### src/rtl/alu_exec_unit_pkg.sv
// Shared ALUControl encodings, FSM state encodings and operand width for the ALU execute unit.
// The command encoding matches the controller's ALU decode stage bit for bit.
package alu_exec_unit_pkg;

    localparam int XLEN_DEF = 32;

    localparam logic [2:0] ALU_ADD = 3'b000;
    localparam logic [2:0] ALU_SUB = 3'b001;
    localparam logic [2:0] ALU_AND = 3'b010;
    localparam logic [2:0] ALU_OR  = 3'b011;
    localparam logic [2:0] ALU_XOR = 3'b100;
    localparam logic [2:0] ALU_SLT = 3'b101;
    localparam logic [2:0] ALU_SLL = 3'b110;
    localparam logic [2:0] ALU_SRL = 3'b111;

    localparam logic [1:0] S_IDLE  = 2'b00;
    localparam logic [1:0] S_SHIFT = 2'b01;
    localparam logic [1:0] S_DONE  = 2'b10;

    function automatic logic is_shift(input logic [2:0] ctrl);
        return (ctrl == ALU_SLL) || (ctrl == ALU_SRL);
    endfunction

endpackage

### src/rtl/alu_exec_unit_comb_core.sv
// Purely combinational ALU core: add/sub/and/or/xor/slt in one pass.
// Shift codes pass operand A through; only the zero-shamt case ever uses that path.
module alu_comb_core
    import alu_exec_unit_pkg::*;
#(
    parameter int XLEN = XLEN_DEF
) (
    input  logic [2:0]      ctrl,
    input  logic [XLEN-1:0] a,
    input  logic [XLEN-1:0] b,
    output logic [XLEN-1:0] y
);

    logic [XLEN-1:0] diff;
    logic            overflow;
    logic            less;

    // Subtraction shares one adder form: a + ~b + 1.
    assign diff     = a + ~b + {{(XLEN-1){1'b0}}, 1'b1};
    assign overflow = (a[XLEN-1] != b[XLEN-1]) && (diff[XLEN-1] != a[XLEN-1]);
    assign less     = diff[XLEN-1] ^ overflow;

    always_comb begin
        // NOTE: default assignment first so no path through the case leaves y unassigned (no latch).
        y = a;
        case (ctrl)
            ALU_ADD: y = a + b;
            ALU_SUB: y = diff;
            ALU_AND: y = a & b;
            ALU_OR:  y = a | b;
            ALU_XOR: y = a ^ b;
            ALU_SLT: y = {{(XLEN-1){1'b0}}, less};
            default: y = a;
        endcase
    end

endmodule

### src/rtl/alu_exec_unit.sv
// ALU execute unit with valid/ready on both sides: single-cycle ops via alu_comb_core,
// shifts via an iterative one-bit-per-cycle shifter driven by a 5-bit down counter.
module alu_exec_unit
    import alu_exec_unit_pkg::*;
#(
    parameter int XLEN = XLEN_DEF
) (
    input  logic            clk,
    input  logic            rst,
    input  logic            in_valid_i,
    output logic            in_ready_o,
    input  logic [2:0]      alu_ctrl_i,
    input  logic [XLEN-1:0] a_i,
    input  logic [XLEN-1:0] b_i,
    input  logic            flush_i,
    output logic            out_valid_o,
    input  logic            out_ready_i,
    output logic [XLEN-1:0] result_o,
    output logic            zero_o
);

    logic [1:0]      state;
    logic [4:0]      count;
    logic [XLEN-1:0] acc;
    logic            shift_left;
    logic [XLEN-1:0] core_y;
    logic [XLEN-1:0] acc_next;
    logic [4:0]      shamt;

    assign shamt       = b_i[4:0];
    assign in_ready_o  = (state == S_IDLE);
    assign out_valid_o = (state == S_DONE);

    alu_comb_core #(.XLEN(XLEN)) u_core (
        .ctrl (alu_ctrl_i),
        .a    (a_i),
        .b    (b_i),
        .y    (core_y)
    );

    assign acc_next = shift_left ? (acc << 1) : (acc >> 1);

    // NOTE: all state is updated with non-blocking assignments so every register samples pre-edge values.
    always_ff @(posedge clk or posedge rst) begin
        if (rst) begin
            state      <= S_IDLE;
            count      <= '0;
            acc        <= '0;
            shift_left <= 1'b0;
            result_o   <= '0;
            zero_o     <= 1'b1;
        end else if (flush_i) begin
            // Abort wins over everything; the last result stays visible but unflagged.
            state <= S_IDLE;
        end else begin
            case (state)
                S_IDLE: begin
                    if (in_valid_i) begin
                        if (is_shift(alu_ctrl_i) && (shamt != 5'd0)) begin
                            acc        <= a_i;
                            count      <= shamt;
                            shift_left <= (alu_ctrl_i == ALU_SLL);
                            state      <= S_SHIFT;
                        end else begin
                            result_o <= core_y;
                            zero_o   <= (core_y == '0);
                            state    <= S_DONE;
                        end
                    end
                end
                S_SHIFT: begin
                    acc   <= acc_next;
                    count <= count - 5'd1;
                    if (count == 5'd1) begin
                        result_o <= acc_next;
                        zero_o   <= (acc_next == '0);
                        state    <= S_DONE;
                    end
                end
                S_DONE: begin
                    // Returning through IDLE gives the intentional one-cycle bubble.
                    if (out_ready_i) begin
                        state <= S_IDLE;
                    end
                end
                default: state <= S_IDLE;
            endcase
        end
    end

endmodule

### config.mk
export PLATFORM = sky130hd
export DESIGN_NAME = alu_exec_unit
export DESIGN_NICKNAME = d
export VERILOG_FILES = /design/src/rtl/alu_exec_unit_pkg.sv /design/src/rtl/alu_exec_unit_comb_core.sv /design/src/rtl/alu_exec_unit.sv
export SDC_FILE = /design/constraint.sdc
export NUM_CORES = 1
export LEC_CHECK = 0
export CORE_UTILIZATION = 38
export DETAILED_ROUTE_END_ITERATION = 12
export PLACE_DENSITY = 0.63
export SYNTH_ARGS = -nofsm -noshare
export SYNTH_HDL_FRONTEND = slang
export SYNTH_HIERARCHICAL = 1
export SYNTH_SLANG_ARGS = --single-unit
### constraint.sdc
create_clock -name clk -period 2.9 [get_ports clk]
set_input_delay 0.58 -clock clk [delete_from_list [all_inputs] [get_ports clk]]
set_output_delay 0.58 -clock clk [all_outputs]
set_load 0.01 [all_outputs]
==> impl_metrics.csv <==
group,metric,value,unit
run_status,status,"finished with violations",
run_status,violations,"setup timing",
die,chipHeight,159,um
cts,cts_inserted_buffers,9,
pwr,p_leak,0.00704,uW
cts,cts_sinks,73,
yosys,seq_area_frac_synth,0.196,
global_route,grt_pass1_vias,11266,
cts,clkSlewWorstSetupHoldPaths,0.06,ns
global_route,grt_residual_overflow,0,
critical_path,timing.reg2reg.worst_path_depth,6,
sta,finClkSkew,0.0112,ns
routing,drt_first_pass_iters,5,
global_route,grt_first_pass_wirelength,58500,um
critical_path,critical_path.endpoint_type,"flop",
die,core_area,23800,um^2
die,io-pin-count,107,
cts,clk_latency,0.34,ns
sta,relSlewSlack,0.601,
critical_path,worst_ep_arrival_time,4.25,ns
placed_design,place.detailed.hpwl,28800,um
worst_hold_path,min-delay-path-class,"flop to flop",
worst_hold_path,worst_hold_path.num_cells,1,
cts,htree_num_levels,3,
sta,grt_setup_unrepaired,"yes",
yosys,synth_enable_flop_cells,0,
yosys,syn-instance-count,1274,
die,fp.dieArea,25200,um^2
cts,cts_tree,"done",
sta,timing.final.setup_violations,23,
final_layout,areaGrowthSynthToFinish,71.0,%
sta,worst-slew-pin-transition,0.598,ns
cts,cts.path.max_buffers,2,
sta,finalWorstPathRequiredPeriod,3.97,ns
final_layout,most_common_cell_after_layout_fill_and_taps_aside,"sky130_fd_sc_hd__buf_4",
global_route,groute.usage.overall,0.301,
critical_path,cp_slowest_stage_delay,0.54,ns
sta,whs,0.507,ns
die,initial_utilization,0.392,
job,timing.max_cap.violations,0,
critical_path,worstSetupPathDepth,23,
yosys,yosys.cell_types.count,92,
placed_design,dpl_worst_slack,-1.99,ns
critical_path,critPathSlowestCell,"sky130_fd_sc_hd__fa_2",
cts,clk_root_buffer_cell,"sky130_fd_sc_hd__clkbuf_16",
routing,drt-total-wl,39400,um
critical_path,crit_path_max_fanout,4,
yosys,ys_async_sr_fraction,1.00,
critical_path,crit_required,3.18,ns
placed_design,routabilityCongestion,0.957,
routing,routed_via_density,5.66,
final_layout,final_core_utilization,0.671,
critical_path,cp_top_family,"compound AO/OA/AOI/OAI gates",
critical_path,setup.reg_to_reg.worst_slack,0.80,ns
critical_path,timing_worst_setup_path_type,"input pin to flop",
routing,via_count,11743,
placed_design,post_dp_cell_area,13300,um^2
critical_path,worst-path-buf-inv,5,
yosys,synthesis.area_per_instance,7.32,um^2
global_route,number_of_antenna_violations_at_the_first_check_in_global_routing,1,
yosys,synth.cell_area,9320,um^2
yosys,syn-num-nets,1447,
routing,detail_route.drc_violations,0,
sta,clock.fmax,0.252,GHz
critical_path,element_type_at_the_critical_path_start,"input pin",
routing,final_antenna_net_count,0,
die,floorplan.rows,56,
pwr,power_density,415,nW/um^2
sta,final_critical_path_setup_slack,-1.07,ns
routing,drtIter0Drc,1161,
global_route,maximum_number_of_pins_on_one_net_before_global_route_repair,40,
placed_design,buffer_ports.inserted,106,
sta,timing_hold_violations_final,0,
die,die_x,159,um
final_layout,layout_cells_sized_above_1,0.448,
final_layout,most-common-layout-cells,"sky130_fd_sc_hd__buf_4 (383), sky130_fd_sc_hd__o21ai_0 (133), sky130_fd_sc_hd__nand2_1 (107)",
yosys,synth.ff_latch_count,73,
sta,timing.final.max_slew_violations,0,
final_layout,finalInstanceArea,15900,um^2
final_layout,fin_nets,1923,
yosys,synthFlopType,"sky130_fd_sc_hd__dfrtp_1",
routing,detailed_route_wire_length_per_cell,19.0,um
pwr,power,6610,uW
sta,timing.final.crit_share,1.37,
pwr,ir_worst_vdd,0.371,mV
critical_path,timing.critical_path.cells,"buf_8, inv_4, ha_4, buf_6, inv_2, nand2_1, o211ai_1, buf_4, a31oi_4, a21oi_2, nand3_2, a21oi_2, nor2_1, o31a_1, fa_2, o221ai_2, o21ai_1, o21ai_1, nor4_1, nand4_1, or3_4, o41ai_2, mux2_4",
yosys,yosysWarningCount,6,
[flip-flops by register name (all words and copies together) (netlist names)]
| signal | flops |
|---|---|
| acc | 32 |
| count | 5 |
| result_o | 32 |
| shift_left | 1 |
| state | 2 |
| zero_o | 1 |
[through the flow]
step           cells  setup TNS [ns]
2_1_floorplan   1274           -2.68
3_3_place_gp    1974          -35.06
3_5_place_dp    1974          -35.70
4_1_cts         2036           -6.69
5_1_grt         2074           -9.31
6_report        2075           -7.00
[final timing paths]
check / endpoint / from
worst max-delay path: zero_o / a_i[12]
worst min register to register: result_o[22] / result_o[22]
worst max register to register: result_o[23] / state[1]
worst min-delay path: result_o[22] / result_o[22]
min in group asynchronous: acc[6] / rst
max in group asynchronous: zero_o / rst
[power breakdown]
part	switching (uW)	internal [uW]	total (uW)
clock	449	669	1120
sequential	334	1380	1710
combinational	1840	1940	3780
[kinds of logic after synthesis]
kind of cell | after synthesis | synth area share
XOR/XNOR | 18 | 0.0169
AO/OA/AOI/OAI | 473 | 0.321
adder cells (fa/ha/maj) | 101 | 0.138
flip-flops | 73 | 0.196
multiplexers | 64 | 0.0693
buffers and inverters | 217 | 0.0970
AND/OR/NAND/NOR | 328 | 0.161
[per-layer routing]
layer | up-vias | share of wire | track usage | wire (um)
met5 | - | 0 | 0 | 0
met4 | 0 | 0.031 | 0.110 | 1240
met3 | 107 | 0.075 | 0.0289 | 2960
met2 | 595 | 0.47 | 0.489 | 18400
met1 | 5567 | 0.43 | 0.411 | 16800
li1 | 5474 | - | - | -
[cells in the mapped netlist (7+ instances only)]
library cell | n | area share
sky130_fd_sc_hd__o21bai_1 | 7 | 0.0056
sky130_fd_sc_hd__nor3_1 | 22 | 0.012
sky130_fd_sc_hd__o21ai_1 | 9 | 0.0048
sky130_fd_sc_hd__xnor2_1 | 15 | 0.014
sky130_fd_sc_hd__clkbuf_1 | 41 | 0.017
sky130_fd_sc_hd__o31ai_1 | 12 | 0.0097
sky130_fd_sc_hd__o21ai_0 | 170 | 0.091
sky130_fd_sc_hd__nor2_1 | 110 | 0.044
sky130_fd_sc_hd__inv_1 | 128 | 0.052
sky130_fd_sc_hd__nor2b_1 | 7 | 0.0047
sky130_fd_sc_hd__nand2_1 | 113 | 0.045
sky130_fd_sc_hd__mux2i_1 | 60 | 0.064
sky130_fd_sc_hd__buf_4 | 7 | 0.0056
sky130_fd_sc_hd__o211ai_1 | 12 | 0.0097
sky130_fd_sc_hd__nand3_1 | 18 | 0.0097
sky130_fd_sc_hd__a22oi_1 | 16 | 0.013
sky130_fd_sc_hd__a211oi_1 | 7 | 0.0056
sky130_fd_sc_hd__nor4_1 | 21 | 0.014
sky130_fd_sc_hd__a31oi_1 | 21 | 0.014
sky130_fd_sc_hd__ha_1 | 98 | 0.13
sky130_fd_sc_hd__o21a_1 | 11 | 0.0089
sky130_fd_sc_hd__dfrtp_1 | 72 | 0.19
sky130_fd_sc_hd__a21o_1 | 13 | 0.010
sky130_fd_sc_hd__buf_2 | 26 | 0.014
sky130_fd_sc_hd__a21oi_1 | 115 | 0.062
sky130_fd_sc_hd__o22ai_1 | 8 | 0.0054
[final cells by class]
cell class / count / area [um^2]
Clock buffer: 10 / 229
Timing Repair Buffer: 549 / 4720
Inverter: 133 / 566
Antenna cell: 1 / 2.50
Sequential cell: 73 / 1830
Tap cell: 319 / 399
Fill cell: 1859 / 7820
Multi-Input combinational cell: 984 / 8130
Clock inverter: 6 / 67.6
[timing repair]
item,4_1_cts,5_1_grt
hold buffers,0,0
endpoints found under the setup margin,32,27
buffers inserted,54,50
resized for setup,404,200
pin swaps,104,119
[worst reg2reg max path, stage by stage, from the launching register on]
cell                       delay, ns
sky130_fd_sc_hd__dfrtp_1        0.45
sky130_fd_sc_hd__nand2b_2       0.40
sky130_fd_sc_hd__a21oi_1        0.13
sky130_fd_sc_hd__nand2b_4       0.18
sky130_fd_sc_hd__a21oi_4        0.37
sky130_fd_sc_hd__buf_4          0.29
sky130_fd_sc_hd__mux2i_1        0.21
Power figures use the tool's default switching activity.
